===== config.mk =====
export PLATFORM = sky130hd
export DESIGN_NAME = instr_encoder_flat
export DESIGN_NICKNAME = d
export VERILOG_FILES = /design/src/rtl/instr_encoder_pkg.sv /design/src/rtl/instr_encoder_if.sv /design/src/rtl/instr_encoder_fields_enc.sv /design/src/rtl/instr_encoder.sv /design/src/flat_wrapper.sv
export SDC_FILE = /design/constraint.sdc
export NUM_CORES = 1
export LEC_CHECK = 0
export ABC_CLOCK_PERIOD_IN_PS = 4380
export BUFFER_PORTS_ARGS = -buffer_cell sky130_fd_sc_hd__buf_4
export CAP_MARGIN = 20
export CORE_MARGIN = 3
export CORE_UTILIZATION = 45
export DETAILED_ROUTE_END_ITERATION = 6
export GPL_TIMING_DRIVEN = 0
export PLACE_DENSITY_LB_ADDON = 0.05
export SYNTH_ARGS = -nofsm -noshare
export SYNTH_HDL_FRONTEND = slang
export SYNTH_SLANG_ARGS = --single-unit

===== constraint.sdc =====
create_clock -name clk -period 4.38 [get_ports clk]
set_clock_uncertainty 0.1 [all_clocks]
set_input_delay 0.657 -clock clk [delete_from_list [all_inputs] [get_ports clk]]
set_output_delay 0.657 -clock clk [all_outputs]
set_load 0.01 [all_outputs]

===== src/rtl/instr_encoder_pkg.sv =====
// instr_encoder_pkg: MIPS opcode/funct constants shared with the control
// decoder, plus the 3-bit command operation codes accepted by the loader.
// No ports; imported by instr_encoder and instr_fields_enc.
package instr_encoder_pkg;

    // 6-bit primary opcodes (bits 31:26 of the instruction word)
    localparam logic [5:0] OP_LW     = 6'h23;
    localparam logic [5:0] OP_SW     = 6'h2B;
    localparam logic [5:0] OP_ADDI   = 6'h08;
    localparam logic [5:0] OP_BEQ    = 6'h04;
    localparam logic [5:0] OP_BNE    = 6'h05;
    localparam logic [5:0] OP_RTYPE  = 6'h00;
    localparam logic [5:0] OP_J      = 6'h02;
    localparam logic [5:0] FUNCT_ADD = 6'h20;

    // Command operation codes on cmd_op
    localparam logic [2:0] CMD_LW   = 3'd0;
    localparam logic [2:0] CMD_SW   = 3'd1;
    localparam logic [2:0] CMD_ADDI = 3'd2;
    localparam logic [2:0] CMD_BEQ  = 3'd3;
    localparam logic [2:0] CMD_BNE  = 3'd4;
    localparam logic [2:0] CMD_ADD  = 3'd5;
    localparam logic [2:0] CMD_J    = 3'd6;
    localparam logic [2:0] CMD_RSVD = 3'd7;

endpackage


===== src/rtl/instr_encoder_if.sv =====
// instr_encoder_if: command handshake and instruction-memory write bus.
//   Handshake: a command transfers on a rising clk edge where cmd_valid and
//   cmd_ready are both high; the master holds all cmd_* fields stable while
//   cmd_valid is high and not yet accepted.
//   cmd_*      : symbolic instruction from the program source (master -> slave)
//   imem_*     : one-cycle write strobe, word address and data (slave -> master)
// Modports: master (program source / memory side), slave (encoder).
interface instr_encoder_if #(
    parameter int ADDR_W = 8
) ();
    logic              cmd_valid;
    logic              cmd_ready;
    logic [2:0]        cmd_op;
    logic [4:0]        cmd_rs;
    logic [4:0]        cmd_rt;
    logic [4:0]        cmd_rd;
    logic [15:0]       cmd_imm;
    logic [ADDR_W-1:0] cmd_target;
    logic              cmd_last;
    logic              imem_we;
    logic [ADDR_W-1:0] imem_addr;
    logic [31:0]       imem_wdata;

    modport master (
        output cmd_valid, cmd_op, cmd_rs, cmd_rt, cmd_rd, cmd_imm, cmd_target, cmd_last,
        input  cmd_ready, imem_we, imem_addr, imem_wdata
    );

    modport slave (
        input  cmd_valid, cmd_op, cmd_rs, cmd_rt, cmd_rd, cmd_imm, cmd_target, cmd_last,
        output cmd_ready, imem_we, imem_addr, imem_wdata
    );
endinterface


===== src/rtl/instr_encoder_fields_enc.sv =====
// instr_fields_enc: combinational encoder from a symbolic command to a 32-bit
// MIPS word.
//   op, rs, rt, rd, imm, target : command fields
//   pc                          : word address the instruction will occupy
//   word                        : encoded instruction
//   bad                         : reserved op or branch offset out of range
module instr_fields_enc
    import instr_encoder_pkg::*;
#(
    parameter int ADDR_W = 8
) (
    input  logic [2:0]        op,
    input  logic [4:0]        rs,
    input  logic [4:0]        rt,
    input  logic [4:0]        rd,
    input  logic [15:0]       imm,
    input  logic [ADDR_W-1:0] target,
    input  logic [ADDR_W-1:0] pc,
    output logic [31:0]       word,
    output logic              bad
);
    localparam int XW = 18 - ADDR_W;

    // 18 bits holds target-(pc+1) exactly for any ADDR_W up to 16; the offset
    // fits a 16-bit field only when the top three bits are all equal.
    logic [17:0] off;
    logic        off_ok;

    always_comb begin
        off    = {{XW{1'b0}}, target} - {{XW{1'b0}}, pc} - 18'd1;
        off_ok = (off[17:15] == 3'b000) || (off[17:15] == 3'b111);
        word   = '0;
        bad    = 1'b0;
        case (op)
            CMD_LW:   word = {OP_LW,   rs, rt, imm};
            CMD_SW:   word = {OP_SW,   rs, rt, imm};
            CMD_ADDI: word = {OP_ADDI, rs, rt, imm};
            CMD_BEQ: begin
                word = {OP_BEQ, rs, rt, off[15:0]};
                bad  = !off_ok;
            end
            CMD_BNE: begin
                word = {OP_BNE, rs, rt, off[15:0]};
                bad  = !off_ok;
            end
            CMD_ADD:  word = {OP_RTYPE, rs, rt, rd, 5'd0, FUNCT_ADD};
            CMD_J:    word = {OP_J, {(26-ADDR_W){1'b0}}, target};
            default:  bad  = 1'b1;
        endcase
    end
endmodule


===== src/rtl/instr_encoder.sv =====
// instr_encoder: streams symbolic instructions into instruction memory as
// encoded MIPS words at auto-incrementing word addresses.
//   clk, reset : rising-edge clock, synchronous active-high reset
//   start      : restart pulse, honoured only once the program is done
//   bus        : instr_encoder_if.slave (command handshake + imem write)
//   done, err  : sticky completion / error flags
//   wr_count   : words written since reset or restart
//   dbg_state  : current FSM state (0 ACCEPT, 1 WRITE, 2 PAD, 3 DONE)
// Optional build macro INSTR_ENCODER_NOP_PAD_EN: follow every beq/bne/j with a
// zero delay-slot word.
module instr_encoder
    import instr_encoder_pkg::*;
#(
    parameter int ADDR_W = 8,
    parameter int BASE   = 0
) (
    input  logic            clk,
    input  logic            reset,
    input  logic            start,
    instr_encoder_if.slave  bus,
    output logic            done,
    output logic            err,
    output logic [ADDR_W:0] wr_count,
    output logic [1:0]      dbg_state
);
    typedef enum logic [1:0] {
        ST_ACCEPT = 2'd0,
        ST_WRITE  = 2'd1,
        ST_PAD    = 2'd2,
        ST_DONE   = 2'd3
    } state_e;

    localparam logic [ADDR_W-1:0] PC_BASE = ADDR_W'(BASE);
    localparam logic [ADDR_W-1:0] PC_LAST = {ADDR_W{1'b1}};
    localparam logic [ADDR_W-1:0] PC_ONE  = ADDR_W'(1);
    localparam logic [ADDR_W:0]   CNT_ONE = (ADDR_W+1)'(1);

    state_e            state_q, state_d;
    logic [ADDR_W-1:0] pc_q, pc_d;
    logic [ADDR_W:0]   cnt_q, cnt_d;
    logic              we_q, we_d;
    logic [ADDR_W-1:0] addr_q, addr_d;
    logic [31:0]       wdata_q, wdata_d;
    logic              last_q, last_d;
    logic              done_q, done_d;
    logic              err_q, err_d;
`ifdef INSTR_ENCODER_NOP_PAD_EN
    logic              pad_q, pad_d;
`endif

    logic [31:0] enc_word;
    logic        enc_bad;
    logic        hs;

    instr_fields_enc #(.ADDR_W(ADDR_W)) u_enc (
        .op     (bus.cmd_op),
        .rs     (bus.cmd_rs),
        .rt     (bus.cmd_rt),
        .rd     (bus.cmd_rd),
        .imm    (bus.cmd_imm),
        .target (bus.cmd_target),
        .pc     (pc_q),
        .word   (enc_word),
        .bad    (enc_bad)
    );

    // Reset gates the handshake and the strobe in the same cycle, so a write
    // already loaded into the output register is dropped.
    assign bus.cmd_ready  = (state_q == ST_ACCEPT) && !reset;
    assign bus.imem_we    = we_q && !reset;
    assign bus.imem_addr  = addr_q;
    assign bus.imem_wdata = wdata_q;
    assign done           = done_q;
    assign err            = err_q;
    assign wr_count       = cnt_q;
    assign dbg_state      = state_q;
    assign hs             = bus.cmd_valid && bus.cmd_ready;

    always_comb begin
        state_d = state_q;
        pc_d    = pc_q;
        cnt_d   = cnt_q;
        we_d    = 1'b0;
        addr_d  = addr_q;
        wdata_d = wdata_q;
        last_d  = last_q;
        done_d  = done_q;
        err_d   = err_q;
`ifdef INSTR_ENCODER_NOP_PAD_EN
        pad_d   = pad_q;
`endif
        case (state_q)
            ST_ACCEPT: begin
                if (hs) begin
                    if (enc_bad) begin
                        // Command is consumed without a write.
                        err_d = 1'b1;
                        if (bus.cmd_last) begin
                            done_d  = 1'b1;
                            state_d = ST_DONE;
                        end
                    end else begin
                        we_d    = 1'b1;
                        addr_d  = pc_q;
                        wdata_d = enc_word;
                        last_d  = bus.cmd_last;
`ifdef INSTR_ENCODER_NOP_PAD_EN
                        pad_d   = (bus.cmd_op == CMD_BEQ) || (bus.cmd_op == CMD_BNE) ||
                                  (bus.cmd_op == CMD_J);
`endif
                        state_d = ST_WRITE;
                    end
                end
            end
            ST_WRITE: begin
                cnt_d = cnt_q + CNT_ONE;
`ifdef INSTR_ENCODER_NOP_PAD_EN
                if ((pc_q == PC_LAST) && (!last_q || pad_q)) begin
`else
                if ((pc_q == PC_LAST) && !last_q) begin
`endif
                    // Memory full with more to write: stop rather than wrap.
                    err_d   = 1'b1;
                    done_d  = 1'b1;
                    state_d = ST_DONE;
                end else begin
                    if (pc_q != PC_LAST) pc_d = pc_q + PC_ONE;
`ifdef INSTR_ENCODER_NOP_PAD_EN
                    if (pad_q) begin
                        we_d    = 1'b1;
                        addr_d  = pc_q + PC_ONE;
                        wdata_d = '0;
                        state_d = ST_PAD;
                    end else
`endif
                    if (last_q) begin
                        done_d  = 1'b1;
                        state_d = ST_DONE;
                    end else begin
                        state_d = ST_ACCEPT;
                    end
                end
            end
`ifdef INSTR_ENCODER_NOP_PAD_EN
            ST_PAD: begin
                cnt_d = cnt_q + CNT_ONE;
                if ((pc_q == PC_LAST) && !last_q) begin
                    err_d   = 1'b1;
                    done_d  = 1'b1;
                    state_d = ST_DONE;
                end else begin
                    if (pc_q != PC_LAST) pc_d = pc_q + PC_ONE;
                    if (last_q) begin
                        done_d  = 1'b1;
                        state_d = ST_DONE;
                    end else begin
                        state_d = ST_ACCEPT;
                    end
                end
            end
`endif
            ST_DONE: begin
                if (start) begin
                    pc_d    = PC_BASE;
                    cnt_d   = '0;
                    done_d  = 1'b0;
                    err_d   = 1'b0;
                    state_d = ST_ACCEPT;
                end
            end
            default: state_d = ST_ACCEPT;
        endcase
    end

    always_ff @(posedge clk) begin
        if (reset) begin
            state_q <= ST_ACCEPT;
            pc_q    <= PC_BASE;
            cnt_q   <= '0;
            we_q    <= 1'b0;
            addr_q  <= PC_BASE;
            wdata_q <= '0;
            last_q  <= 1'b0;
            done_q  <= 1'b0;
            err_q   <= 1'b0;
`ifdef INSTR_ENCODER_NOP_PAD_EN
            pad_q   <= 1'b0;
`endif
        end else begin
            state_q <= state_d;
            pc_q    <= pc_d;
            cnt_q   <= cnt_d;
            we_q    <= we_d;
            addr_q  <= addr_d;
            wdata_q <= wdata_d;
            last_q  <= last_d;
            done_q  <= done_d;
            err_q   <= err_d;
`ifdef INSTR_ENCODER_NOP_PAD_EN
            pad_q   <= pad_d;
`endif
        end
    end
endmodule

===== src/flat_wrapper.sv =====
// flat-port wrapper written by rule: the top's interface ports become plain ports
module instr_encoder_flat import instr_encoder_pkg::*;
#(
    parameter int ADDR_W = 8,
    parameter int BASE   = 0
)
  (clk, reset, start, done, err, wr_count, dbg_state, bus_cmd_valid, bus_cmd_op, bus_cmd_rs, bus_cmd_rt, bus_cmd_rd, bus_cmd_imm, bus_cmd_target, bus_cmd_last, bus_cmd_ready, bus_imem_we, bus_imem_addr, bus_imem_wdata);
  instr_encoder_if #(.ADDR_W(ADDR_W)) bus_i ();
  input  logic clk;
  input  logic reset;
  input  logic start;
  output logic done;
  output logic err;
  output logic [ADDR_W:0] wr_count;
  output logic [1:0] dbg_state;
  input wire logic [$bits(bus_i.cmd_valid)-1:0] bus_cmd_valid;
  input wire logic [$bits(bus_i.cmd_op)-1:0] bus_cmd_op;
  input wire logic [$bits(bus_i.cmd_rs)-1:0] bus_cmd_rs;
  input wire logic [$bits(bus_i.cmd_rt)-1:0] bus_cmd_rt;
  input wire logic [$bits(bus_i.cmd_rd)-1:0] bus_cmd_rd;
  input wire logic [$bits(bus_i.cmd_imm)-1:0] bus_cmd_imm;
  input wire logic [$bits(bus_i.cmd_target)-1:0] bus_cmd_target;
  input wire logic [$bits(bus_i.cmd_last)-1:0] bus_cmd_last;
  output wire logic [$bits(bus_i.cmd_ready)-1:0] bus_cmd_ready;
  output wire logic [$bits(bus_i.imem_we)-1:0] bus_imem_we;
  output wire logic [$bits(bus_i.imem_addr)-1:0] bus_imem_addr;
  output wire logic [$bits(bus_i.imem_wdata)-1:0] bus_imem_wdata;
  assign bus_i.cmd_valid = bus_cmd_valid;
  assign bus_i.cmd_op = bus_cmd_op;
  assign bus_i.cmd_rs = bus_cmd_rs;
  assign bus_i.cmd_rt = bus_cmd_rt;
  assign bus_i.cmd_rd = bus_cmd_rd;
  assign bus_i.cmd_imm = bus_cmd_imm;
  assign bus_i.cmd_target = bus_cmd_target;
  assign bus_i.cmd_last = bus_cmd_last;
  assign bus_cmd_ready = bus_i.cmd_ready;
  assign bus_imem_we = bus_i.imem_we;
  assign bus_imem_addr = bus_i.imem_addr;
  assign bus_imem_wdata = bus_i.imem_wdata;
  instr_encoder #(.ADDR_W(ADDR_W), .BASE(BASE)) u_core (.clk(clk), .reset(reset), .start(start), .bus(bus_i), .done(done), .err(err), .wr_count(wr_count), .dbg_state(dbg_state));
endmodule

# Word-level counts from Yosys, hierarchy flattened
# Cells that the tools add are included.
totals:
  reg_bits: 63
  wordCells: 85
  input_bits: 47
op_classes:
  bitwise: 3
  muxes: 27
  reduce_logical: 22
  eq_ne: 20
  n_addsub: 4
op_table:
  columns: ["op", "n"]
  rows:
  - ["$pmux W32 S7", 1]
  - ["$mux W8", 3]
  - ["$pmux W9 S2", 1]
  - ["$sub A18 B1 Y18 const B", 1]
  - ["$pmux W8 S2", 1]
  - ["$eq A3 B3 Y1 const B", 4]
  - ["$mux W2", 6]
  - ["$mux W1", 10]
  - ["$add A9 B1 Y9 const B", 1]
  - ["$mux W9", 1]
  - ["$sub A8 B8 Y9", 1]
  - ["$add A8 B1 Y8 const B", 1]
  - ["$eq A8 B8 Y1 const B", 1]
  - ["$ne A2 B1 Y1 const B", 4]
  - ["$ne A8 B8 Y1 const B", 1]
  - ["$eq A3 B2 Y1 const B", 2]
  - ["$logic_not A3 Y1", 2]
  - ["$ne A2 B2 Y1 const B", 3]
  - ["$pmux W1 S3", 2]
  - ["$pmux W2 S3", 1]
  - ["$reduce_and A3 Y1", 2]
  - ["$reduce_and A6 Y1", 1]
  - ["$reduce_and A5 Y1", 1]
  - ["$reduce_or A5 Y1", 1]
  - ["17 further kinds", 24]

# Logic depth before layout (Yosys ltp)
depth:
  depth_word: 9
  mapped_depth: 17

# By module
# From an unflattened synthesis, not the netlist that was laid out.
unflattened:
  cells_unflattened: 492
  hier_area_um2: 3709.8
modules_own_cells:
  columns: ["module", "seq_area_each_um2", "area_per_inst_um2", "instances", "cells_per_inst"]
  rows:
  - ["instr_encoder", 1261.2, 2610.0, 1, 324]
  - ["instr_fields_enc", 0.0, 1099.8, 1, 168]

# Worst setup path before layout
# No wires, ideal clock.
synth_path:
  path_type: "input to register"
  start: "input port bus_cmd_target[0]"
  end: "register u_core.wdata_q[10] (netlist: u_core.bus.imem_wdata[10])"
  cell_stages: 17
  required_ns: 4.143
  n_path_buf: 2
  t_arrival_ns: 3.769
  setup_slack_ns: 0.375
  cell_sequence: "inv_1 ha_1 fa_1 nand2b_1 a21oi_1 xor2_2 nor4_4 nand4_1 ha_1 nor3_1 o21ai_0 o22ai_1 nor3_4 buf_6 buf_12 a31oi_1 a211oi_2"
synth_between:
  elab_chain_cells: 8
  elab_cells_between_ends: 10
  classes_between: "add/sub: 2; eq/ne: 1; mux: 2; bitwise: 1; reduce/logical: 4"
synth_lines:
  columns: ["element", "line_no", "rtl"]
  rows:
  - ["start, declared", "flat_wrapper.sv:22", "input wire logic [$bits(bus_i.cmd_target)-1:0] bus_cmd_target;"]
  - ["$sub A8 B8 Y9 *", "instr_encoder_fields_enc.sv:30", "off = {{XW{1'b0}}, target} - {{XW{1'b0}}, pc} - 18'd1;"]
  - ["$sub A18 B1 Y18 *", "instr_encoder_fields_enc.sv:30", null]
  - ["$eq A3 B3 Y1 / $logic_not A3 Y1 (equally long branches)", "instr_encoder_fields_enc.sv:31", "off_ok = (off[17:15] == 3'b000) || (off[17:15] == 3'b111);"]
  - ["$logic_or A1 B1 Y1", "instr_encoder_fields_enc.sv:31", null]
  - ["$logic_not A1 Y1", "instr_encoder_fields_enc.sv:40, instr_encoder_fields_enc.sv:44", null]
  - ["$pmux W1 S2", "instr_encoder_fields_enc.sv:34", "case (op)"]
  - ["$not A1 Y1 (no source line)", null, null]
  - ["$reduce_and A3 Y1 (no source line)", null, null]
  - ["end signal, assigned", "instr_encoder.sv:195", "wdata_q <= wdata_d;"]
  - ["end, declared", "instr_encoder.sv:43", "logic [31:0] wdata_q, wdata_d;"]
# Every way passes the cells marked *; elsewhere a longest branch is shown, timed or not.
# A chain may end at the register's enable or synchronous reset.

# Worst setup path in the final report
# Ends and elaborated chain as after synthesis.

==> metrics <==
register area share after synthesis=31.81%; combinational family with the most area after synthesis=compound AO/OA/AOI/OAI gates; top post-synthesis cells by area=dfxtp_1, nand2_1, mux2i_1; Ys Warns=0; Port Buf Inserts=99; area leader, netlist=dfxtp_1; Post-Synth XOR/XNOR Area=3.527%; mux contribution to synthesized area=7.374%; DRT Pass-1 Iters=7; total of max-cap violations=0; post-synthesis adder-cell area fraction=4.360%; Pint=1054 uW; R2R depth=16; clk root buf=clkbuf_8; fin crit share=94.44%; pin slew with the least headroom to its limit=0.8644 ns; worst IR drop on VDD=0.2193 mV; Min Clock Period, post-route=4.137 ns; relative slew slack=42.37%; CTS tree=yes; area grow syn2layout=27.48%; Reg area=0.001241 sq mm; Syn Inst Count=465; height of the die=99.13 um; asr flop ratio synth=0%; Final Hold Viols=0; Compound-Gate Fraction of Synth Area=23.85%; io pins=102; routed vias=3851; Final WS setup=0.2434 ns; largest net degree at the start of global routing=12; crit end category=register; multi-input logic area=0.002365 sq mm; WL per Instance=16.59 um; TritonCTS buffer count=9; RePlAce Congestion=0.8958; Syn Nets=525; core area=0.008299 sq mm; switching part of the total=31.33%; proportion of power drawn by the clock network=33.6%; Total Die Area=0.009826 sq mm; Post-DRT Antenna Nets=0; Cell variety after synth=68; # DRC=0; CTS Sinks=62; setup tns final=0 ns; EDFF count, synth=0; hold slack=0.3593 ns; Simple-Gate Fraction of Synth Area=21.39%; Total GRT Usage=23.00%; critical path class=in -> reg; Syn Std Cell Area=0.003902 sq mm; fill count=799; global-route wire length before repair=18200 um; vias in the first global route=3712; Die W=99.13 um; Post-Route WL=11370 um; crit path launch type=input pin; Iter 0 DRT Violations=149; FF+latch count, synth=62; Clock Latency Late Sink=0.35 ns; Primary FF master, synth=dfxtp_1; pins over their slew limit=0; maximum fanout along the worst path=10; pre-CTS setup slack=-0.1493 ns; detailed placement HPWL=8578 um; Reg power frac=40.2%; setup violators final=0; share of cells above drive strength 1=27.59%; clock-pin slew on the worst setup and hold paths=0.07 ns; H-tree lvl count=3; Leakage=0.002116 uW; initial antenna violation count=0; Core Rows=33; initial core utilization=47.02%; CP required=4.49 ns; syn_area_per_cell=8.392 sq um; Max Freq=241.7 MHz; drt via density=5.622; GR Overflow Total=0; ANT cells=0; Gate power share=26.2%; Resize count post-CTS=0; RSZ-0062 raised after global routing=false; status=finished clean; hold path depth=2; top-area cell type share of the netlist area=31.81%; HP Class=reg -> reg; Post-layout nets=635; Critical Path AT=4.25 ns; power per cell area=308.5 mW/mm^2; Clock Tree Buf Depth=2; P_sw=480.9 uW
## final cells by class
| cell class | count | area share, % |
|---|---|---|
| sequential | 62 | 24.95 |
| inverter | 20 | 1.610 |
| clock inverter | 5 | 1.132 |
| timing repair buffer | 99 | 14.94 |
| tap | 105 | 2.641 |
| clock buffer | 11 | 2.842 |
| buffer | 26 | 4.351 |
| multi-input combinational | 357 | 47.54 |
## critical path, cell delays in order
cell and delay, ns:
buf_4 0.10, inv_1 0.04, ha_1 0.23, fa_1 0.40, nand2b_1 0.19, a21oi_1 0.23, xor2_2 0.15, nor4_4 0.41
nand4_1 0.21, ha_1 0.29, nor3_1 0.22, o21ai_0 0.17, o22ai_1 0.32, nor3_4 0.09, buf_6 0.16, buf_12 0.14
a31oi_1 0.20, a211oi_2 0.06
## metrics by stage
stage,power [uW],utilization [%],instance area [sq um],cells
5_1_grt,1613,59.94,4975,685
3_3_place_gp,1027,57.56,4777,669
4_1_cts,1543,59.94,4975,685
6_report,1535,59.94,4975,685
3_5_place_dp,1029,57.56,4777,669
2_1_floorplan,884.5,-,3902,465
## cells in the mapped netlist, types with 3 or more instances
library cell and n:
a211oi_1 11, a211oi_2 8, a21oi_1 26, a21oi_2 3, a22oi_1 7, a311oi_1 3
a31oi_1 21, and3_1 3, buf_6 3, clkbuf_1 13, clkbuf_8 6, dfxtp_1 62
ha_1 12, inv_1 18, mux2_2 6, mux2i_1 22, nand2_1 68, nand2b_1 4
nand3_1 15, nand4_1 7, nor2_1 38, nor2b_1 10, nor3_1 7, o211ai_1 11
o21ai_0 12, o22ai_1 7, xnor2_1 8, xor2_1 4
## cell families (layout without fill, tap and decap cells)
| logic type | Yosys count | count (layout) |
|---|---|---|
| buffers and inverters | 46 | 161 |
| muxes | 28 | 28 |
| and+or+nand+nor | 171 | 171 |
| DFF | 62 | 62 |
| other | 1 | 1 |
| AOI/OAI and AO/OA | 130 | 130 |
| adders and majority gates | 13 | 13 |
| xor gates and xnor gates | 14 | 14 |
## power by group through the flow
stage / Sequential, uW / Combinational (uW) / Clock (uW)
after floorplan: 640 / 245 / 0
after global placement: 629 / 397 / 0
after detailed placement: 630 / 399 / 0
after CTS: 617 / 401 / 525
after global routing: 621 / 438 / 554
final: 617 / 402 / 515
## layout by cell type, fill, tap and decap left out, types with 3 or more instances in the layout
master	count
nor3_1	7
mux2_2	6
a211oi_1	11
nand3_1	15
xnor2_1	8
a211oi_2	8
nand2b_1	4
buf_4	100
nor2b_1	10
o211ai_1	11
a21oi_2	3
a311oi_1	3
dfxtp_1	62
clkbuf_8	16
nand4_1	7
xor2_1	4
o22ai_1	7
a31oi_1	21
clkbuf_1	14
nor2_1	38
nand2_1	68
buf_6	3
inv_1	18
o21ai_0	12
and3_1	3
a22oi_1	7
ha_1	12
a21oi_1	26
mux2i_1	22
## per-layer routing
| layer | global-route usage [%] | vias up | wire [um] |
|---|---|---|---|
| met5 | 0 | - | 0 |
| met2 | 36.52 | 133 | 5131 |
| met3 | 5.540 | 19 | 697 |
| li1 | - | 1907 | - |
| met1 | 31.22 | 1792 | 5351 |
| met4 | 6.618 | 0 | 183 |
## path summary, 6_finish.rpt
check                           slack [ns]                      from                        end
worst max-delay path                  0.24         bus_cmd_target[0]  u_core.bus.imem_wdata[10]
worst min-delay path                  0.36  u_core.bus.imem_wdata[5]   u_core.bus.imem_wdata[5]
worst max register to register        0.30            u_core.pc_q[0]  u_core.bus.imem_wdata[10]
worst min register to register        0.36  u_core.bus.imem_wdata[5]   u_core.bus.imem_wdata[5]
## registers in the layout, summed over array words and instances, names as in the netlist
signal,cells
u_core.bus.imem_addr,8
u_core.we_q,1
u_core.last_q,1
u_core.err,1
u_core.done,1
u_core.wr_count,9
u_core.bus.imem_wdata,31
u_core.dbg_state,2
u_core.pc_q,8
## what timing repair did
action / 4_1_cts / 5_1_grt
endpoints found under the hold margin: 0 / 0
setup endpoints to repair: 0 / 15
hold buffers: 0 / 0
setup buffers: 0 / 0
(Power assumes the default switching activity.)
